File: config.mk
export PLATFORM = sky130hd
export DESIGN_NAME = bit_serial_alu_ctrl
export DESIGN_NICKNAME = d
export VERILOG_FILES = /design/src/rtl/alu_pkg.sv /design/src/rtl/bit_serial_alu_ctrl.sv
export SDC_FILE = /design/constraint.sdc
export NUM_CORES = 1
export LEC_CHECK = 0
export ABC_AREA = 1
export ABC_CLOCK_PERIOD_IN_PS = 3540
export CAP_MARGIN = 25
export CORE_MARGIN = 4
export CORE_UTILIZATION = 53
export DETAILED_ROUTE_END_ITERATION = 8
export GPL_ROUTABILITY_DRIVEN = 0
export HOLD_SLACK_MARGIN = 0.06
export PLACE_DENSITY = 0.89
export SYNTH_ARGS = -nofsm -noshare
export SYNTH_HDL_FRONTEND = slang
export SYNTH_SLANG_ARGS = --single-unit
File: constraint.sdc
create_clock -name clk -period 3.54 [get_ports clk]
set_input_delay 0.708 -clock clk [delete_from_list [all_inputs] [get_ports clk]]
set_output_delay 0.708 -clock clk [all_outputs]
set_load 0.01 [all_outputs]
File: src/rtl/alu_pkg.sv
// Shared opcode and FSM encodings for the bit-serial ALU controller and its 1-bit slice.
package alu_pkg;

    typedef enum logic [2:0] {
        OP_AND    = 3'b000,
        OP_OR     = 3'b001,
        OP_NAND   = 3'b010,
        OP_XOR    = 3'b011,
        OP_ADD    = 3'b100,
        OP_SUB    = 3'b101,
        OP_NOR    = 3'b110,
        OP_PASS_A = 3'b111
    } op_e;

    typedef enum logic [1:0] {
        ST_IDLE = 2'd0,
        ST_RUN  = 2'd1,
        ST_DONE = 2'd2
    } state_e;

    // SUB reuses the adder: operand B is inverted and carry-in seeded with 1 by the controller.
    function automatic op_e slice_op_of(op_e op);
        return (op == OP_SUB) ? OP_ADD : op;
    endfunction

    function automatic logic is_arith(op_e op);
        return (op == OP_ADD) || (op == OP_SUB);
    endfunction

endpackage

File: src/rtl/bit_serial_alu_ctrl.sv
// Steps a shared 1-bit ALU slice over WIDTH-bit operands LSB first, between two valid/ready handshakes.
//   state   | meaning
//   IDLE    | ready for a new op, slice idle
//   RUN     | driving bit cnt into the slice, capturing result bit and carry
//   DONE    | result and flags valid, held until out_ready
module bit_serial_alu_ctrl
    import alu_pkg::*;
#(
    parameter int WIDTH = 8
) (
    input  logic             clk,
    input  logic             rst,
    input  logic             in_valid,
    output logic             in_ready,
    input  logic [2:0]       in_op,
    input  logic [WIDTH-1:0] in_a,
    input  logic [WIDTH-1:0] in_b,
    output logic             out_valid,
    input  logic             out_ready,
    output logic [WIDTH-1:0] result,
    output logic             flag_c,
    output logic             flag_v,
    output logic             flag_z,
    output logic             slice_a,
    output logic             slice_b,
    output logic             slice_cin,
    output logic [2:0]       slice_op,
    input  logic             slice_out,
    input  logic             slice_cout
);

    localparam int CNT_W = $clog2(WIDTH);
    localparam logic [CNT_W-1:0] CNT_LAST = CNT_W'(WIDTH - 1);

    state_e           state_q, state_d;
    logic [CNT_W-1:0] cnt_q, cnt_d;
    logic             carry_q, carry_d;
    op_e              op_q, op_d;
    logic [WIDTH-1:0] a_q, a_d, b_q, b_d;
    logic [WIDTH-1:0] result_q, result_d;
    logic             flag_c_q, flag_c_d, flag_v_q, flag_v_d, flag_z_q, flag_z_d;

    always_ff @(posedge clk) begin
        if (rst) begin
            state_q  <= ST_IDLE;
            cnt_q    <= '0;
            carry_q  <= 1'b0;
            op_q     <= OP_AND;
            a_q      <= '0;
            b_q      <= '0;
            result_q <= '0;
            flag_c_q <= 1'b0;
            flag_v_q <= 1'b0;
            flag_z_q <= 1'b0;
        end else begin
            state_q  <= state_d;
            cnt_q    <= cnt_d;
            carry_q  <= carry_d;
            op_q     <= op_d;
            a_q      <= a_d;
            b_q      <= b_d;
            result_q <= result_d;
            flag_c_q <= flag_c_d;
            flag_v_q <= flag_v_d;
            flag_z_q <= flag_z_d;
        end
    end

    always_comb begin
        state_d   = state_q;
        cnt_d     = cnt_q;
        carry_d   = carry_q;
        op_d      = op_q;
        a_d       = a_q;
        b_d       = b_q;
        result_d  = result_q;
        flag_c_d  = flag_c_q;
        flag_v_d  = flag_v_q;
        flag_z_d  = flag_z_q;
        in_ready  = 1'b0;
        slice_a   = 1'b0;
        slice_b   = 1'b0;
        slice_cin = 1'b0;
        slice_op  = 3'b000;

        case (state_q)
            ST_IDLE: begin
                in_ready = ~rst;
                if (in_valid) begin
                    state_d  = ST_RUN;
                    op_d     = op_e'(in_op);
                    a_d      = in_a;
                    b_d      = in_b;
                    cnt_d    = '0;
                    carry_d  = (op_e'(in_op) == OP_SUB);
                    result_d = '0;
                    flag_c_d = 1'b0;
                    flag_v_d = 1'b0;
                    flag_z_d = 1'b0;
                end
            end
            ST_RUN: begin
                slice_a   = a_q[cnt_q];
                slice_b   = b_q[cnt_q] ^ (op_q == OP_SUB);
                slice_cin = carry_q;
                slice_op  = slice_op_of(op_q);
                result_d[cnt_q] = slice_out;
                carry_d   = slice_cout;
                if (cnt_q == CNT_LAST) begin
                    state_d  = ST_DONE;
                    flag_c_d = is_arith(op_q) & slice_cout;
                    // Overflow: carry into the MSB differs from carry out of it.
                    flag_v_d = is_arith(op_q) & (carry_q ^ slice_cout);
                    flag_z_d = (result_d == '0);
                end else begin
                    cnt_d = cnt_q + CNT_W'(1);
                end
            end
            ST_DONE: begin
                if (out_ready) state_d = ST_IDLE;
            end
            default: state_d = ST_IDLE;
        endcase
    end

    assign out_valid = (state_q == ST_DONE);
    assign result    = result_q;
    assign flag_c    = flag_c_q;
    assign flag_v    = flag_v_q;
    assign flag_z    = flag_z_q;

endmodule

==> results.cfg <==
[setup_path]
path_cells = inv_4 -> nand2_1 -> a21oi_1 -> o21ai_0 -> a21oi_1 -> nor2_1 -> clkdlybuf4s50_1
critPathLaunchType = register
r2r_cells = 8
path_class = reg -> out
path_delay_family = flip-flops
slowest_stage = dfxtp_1
path_max_fanout = 19
r2r_end = flag_z$_SDFFE_PP0P_
cp.required_ns = 2.83
crit_buf_inv = 2
cp.arrival_ns = 2.45
critPathLaunch = cnt_q[0]$_SDFFE_PP0P_
path_depth = 7
cp_slowest_stage_delay_ns = 0.78
reg2reg_setup_slack_ns = 1.53
cp_common_cell = a21oi_1
crit_end = slice_b
reg2reg_from = cnt_q[0]$_SDFFE_PP0P_
cp-end-kind = primary output

[yosys]
synthArstFlopShare = 0
netlist_area_um2 = 1810
synth.distinct_cells = 25
synth_top_area_share = 0.399
yosys-top-cells-area = dfxtp_1, nor2_1, nand2_1
syn_avg_cell_area_um2 = 6.94
synth_edf_count = 0
synth_common_cells = nor2_1, nand2_1, dfxtp_1, o21ai_0, nand3_1
synth-compound-area-share = 0.148
synthAdderAreaFrac = 0.0139
yosysMostFrequentCell = nor2_1
seq_area_frac_synth = 0.399
syn_nets = 287
synth-main-ff-cell = dfxtp_1
synthMuxAreaShare = 0
yosysTopAreaCell = dfxtp_1
ys_ff_latch = 36
yosys.area_share.simple = 0.345
synth_top_family_by_area = simple AND/OR/NAND/NOR gates
ys_warn_count = 0
synth-xor-area-share = 0
syn_inst = 260

[pwr]
finalPower_uw = 883
peakVddDrop_mv = 0.230
powerDensity_nw_per_um2 = 390
p_leak_uw = 0.000887

[die]
die_area_um2 = 4400
rows = 20
die_w_um = 66.4
initial_core_util = 0.573
io_pins = 44
die_height_um = 66.4
coreArea_um2 = 3150

[timing]
tightest_slew_ns = 0.694
setup_viol = 0
drv_slew = 0
fmax_ghz = 0.317
finClkSkew_ns = 0.00399
hold_violations = 0
rsz0062_at_grt = no
setup_tns_ns = 0
slew-limit-headroom = 0.537
period_needed_ns = 3.15
post-route-period-util = 0.891

[grt]
grt_pass1_vias = 1589
antenna_found_initial = 0
grt_pass1_wl_um = 6730
gr-total-overflow = 0
grt_max_degree = 26
grt_usage = 0.197

[drt]
vias = 1798
drcViolationCount = 0
first_pass_iters = 4
viasPerCell = 5.27
wl_per_cell_um = 12.0
ant_nets = 0
drtIter0Drc = 94
routed_wl_um = 4110

[cells_and_area]
finalNetCount = 324
antenna_cells = 0
area_delta_synth_final_pct = 25.4
drive_above_1_share = 0.0842

[clock_network]
cts_setup_buffers = 0
h-tree-depth = 2
holdBufCountCts = 0
clk_pin_slew_ns = 0.10
clock-sinks = 36
clockRootBuffer = clkbuf_4
cts_tree = done
numCtsBuffers = 5
post_cts_resized = 0
insertion_delay_ns = 0.35
clockBufferDepth = 2

[placed_design]
hpwl_um = 2930
numPortBuffers = 43

[min_path]
min_path_type = reg -> reg

[outcome]
status = completed

[run]
maxCapViolCount = 0
sequential cells by signal, indices dropped and copies added, names as in the netlist:
register and cells:
b_q 8, flag_v 1, carry_q 1, a_q 8, state_q 2, flag_c 1, result 8, cnt_q 3
flag_z 1, op_q 3
stage by stage:
stage,cells,hold slack [ns],worst slack (ns),area [um^2],utilization
after global routing,341,0.500,0.264,2260,0.718
after global placement,334,0.459,0.849,2200,0.698
after detailed placement,334,0.466,0.759,2200,0.698
after CTS,341,0.482,0.379,2260,0.718
after floorplan,260,0.445,1.45,1810,-
final,341,0.481,0.387,2260,0.718
per-layer routing:
metal  wire [um]  vias up  track usage
met5           0        -            0
met4          95        0       0.0964
met3         247       12       0.0425
met2        1980       55        0.336
met1        1780      803        0.231
li1            -      928            -
where the power goes:
group	internal, uW	switching [uW]
Combinational	78.0	97.1
Clock	113	134
Sequential	433	28.5
cell type report:
| cell class | count | area [um^2] |
|---|---|---|
| multi-input combinational | 192 | 916 |
| fill | 277 | 888 |
| sequential | 36 | 721 |
| timing repair buffer | 44 | 438 |
| inverter | 18 | 70.1 |
| clock buffer | 7 | 65.1 |
| tap | 44 | 55.1 |
cell families after synthesis:
kind of cell             count (synthesis)
AO/OA/AOI/OAI                           51
adder cells (fa/ha/maj)                  2
flip-flops                              36
buffers and inverters                   32
AND/OR/NAND/NOR                        139
worst min-delay path by stage:
stage                                        end                    from  cells after the start  slack [ns]
after global placement      op_q[1]$_SDFFE_PP0P_    op_q[1]$_SDFFE_PP0P_                      2        0.46
final                       op_q[1]$_SDFFE_PP0P_    op_q[1]$_SDFFE_PP0P_                      2        0.48
after detailed placement    op_q[1]$_SDFFE_PP0P_    op_q[1]$_SDFFE_PP0P_                      2        0.47
after floorplan             op_q[1]$_SDFFE_PP0P_    op_q[1]$_SDFFE_PP0P_                      2        0.44
after global routing      result[1]$_SDFFE_PP0P_  result[1]$_SDFFE_PP0P_                      2        0.50
after CTS                   op_q[1]$_SDFFE_PP0P_    op_q[1]$_SDFFE_PP0P_                      2        0.48
worst register-to-register path, delay by kind of cell (launching register included):
kind | cells | cell delay (ns)
AOI/OAI and AO/OA | 1 | 0.12
adders and majority gates | 2 | 0.43
DFF | 1 | 0.78
and+or+nand+nor | 5 | 0.63
layout by cell type, fill, tap and decap left out, types with 3 or more instances in the layout:
cell type and count:
clkdlybuf4s50_1 43, inv_2 6, nand3_1 23, a21oi_1 19, nand2_1 47, nor2_1 52, clkbuf_4 5, dfxtp_1 36
o21ai_0 25, inv_1 11, nor2_2 3, nand4_1 7, a31oi_1 3
Power figures use the tool's default switching activity.
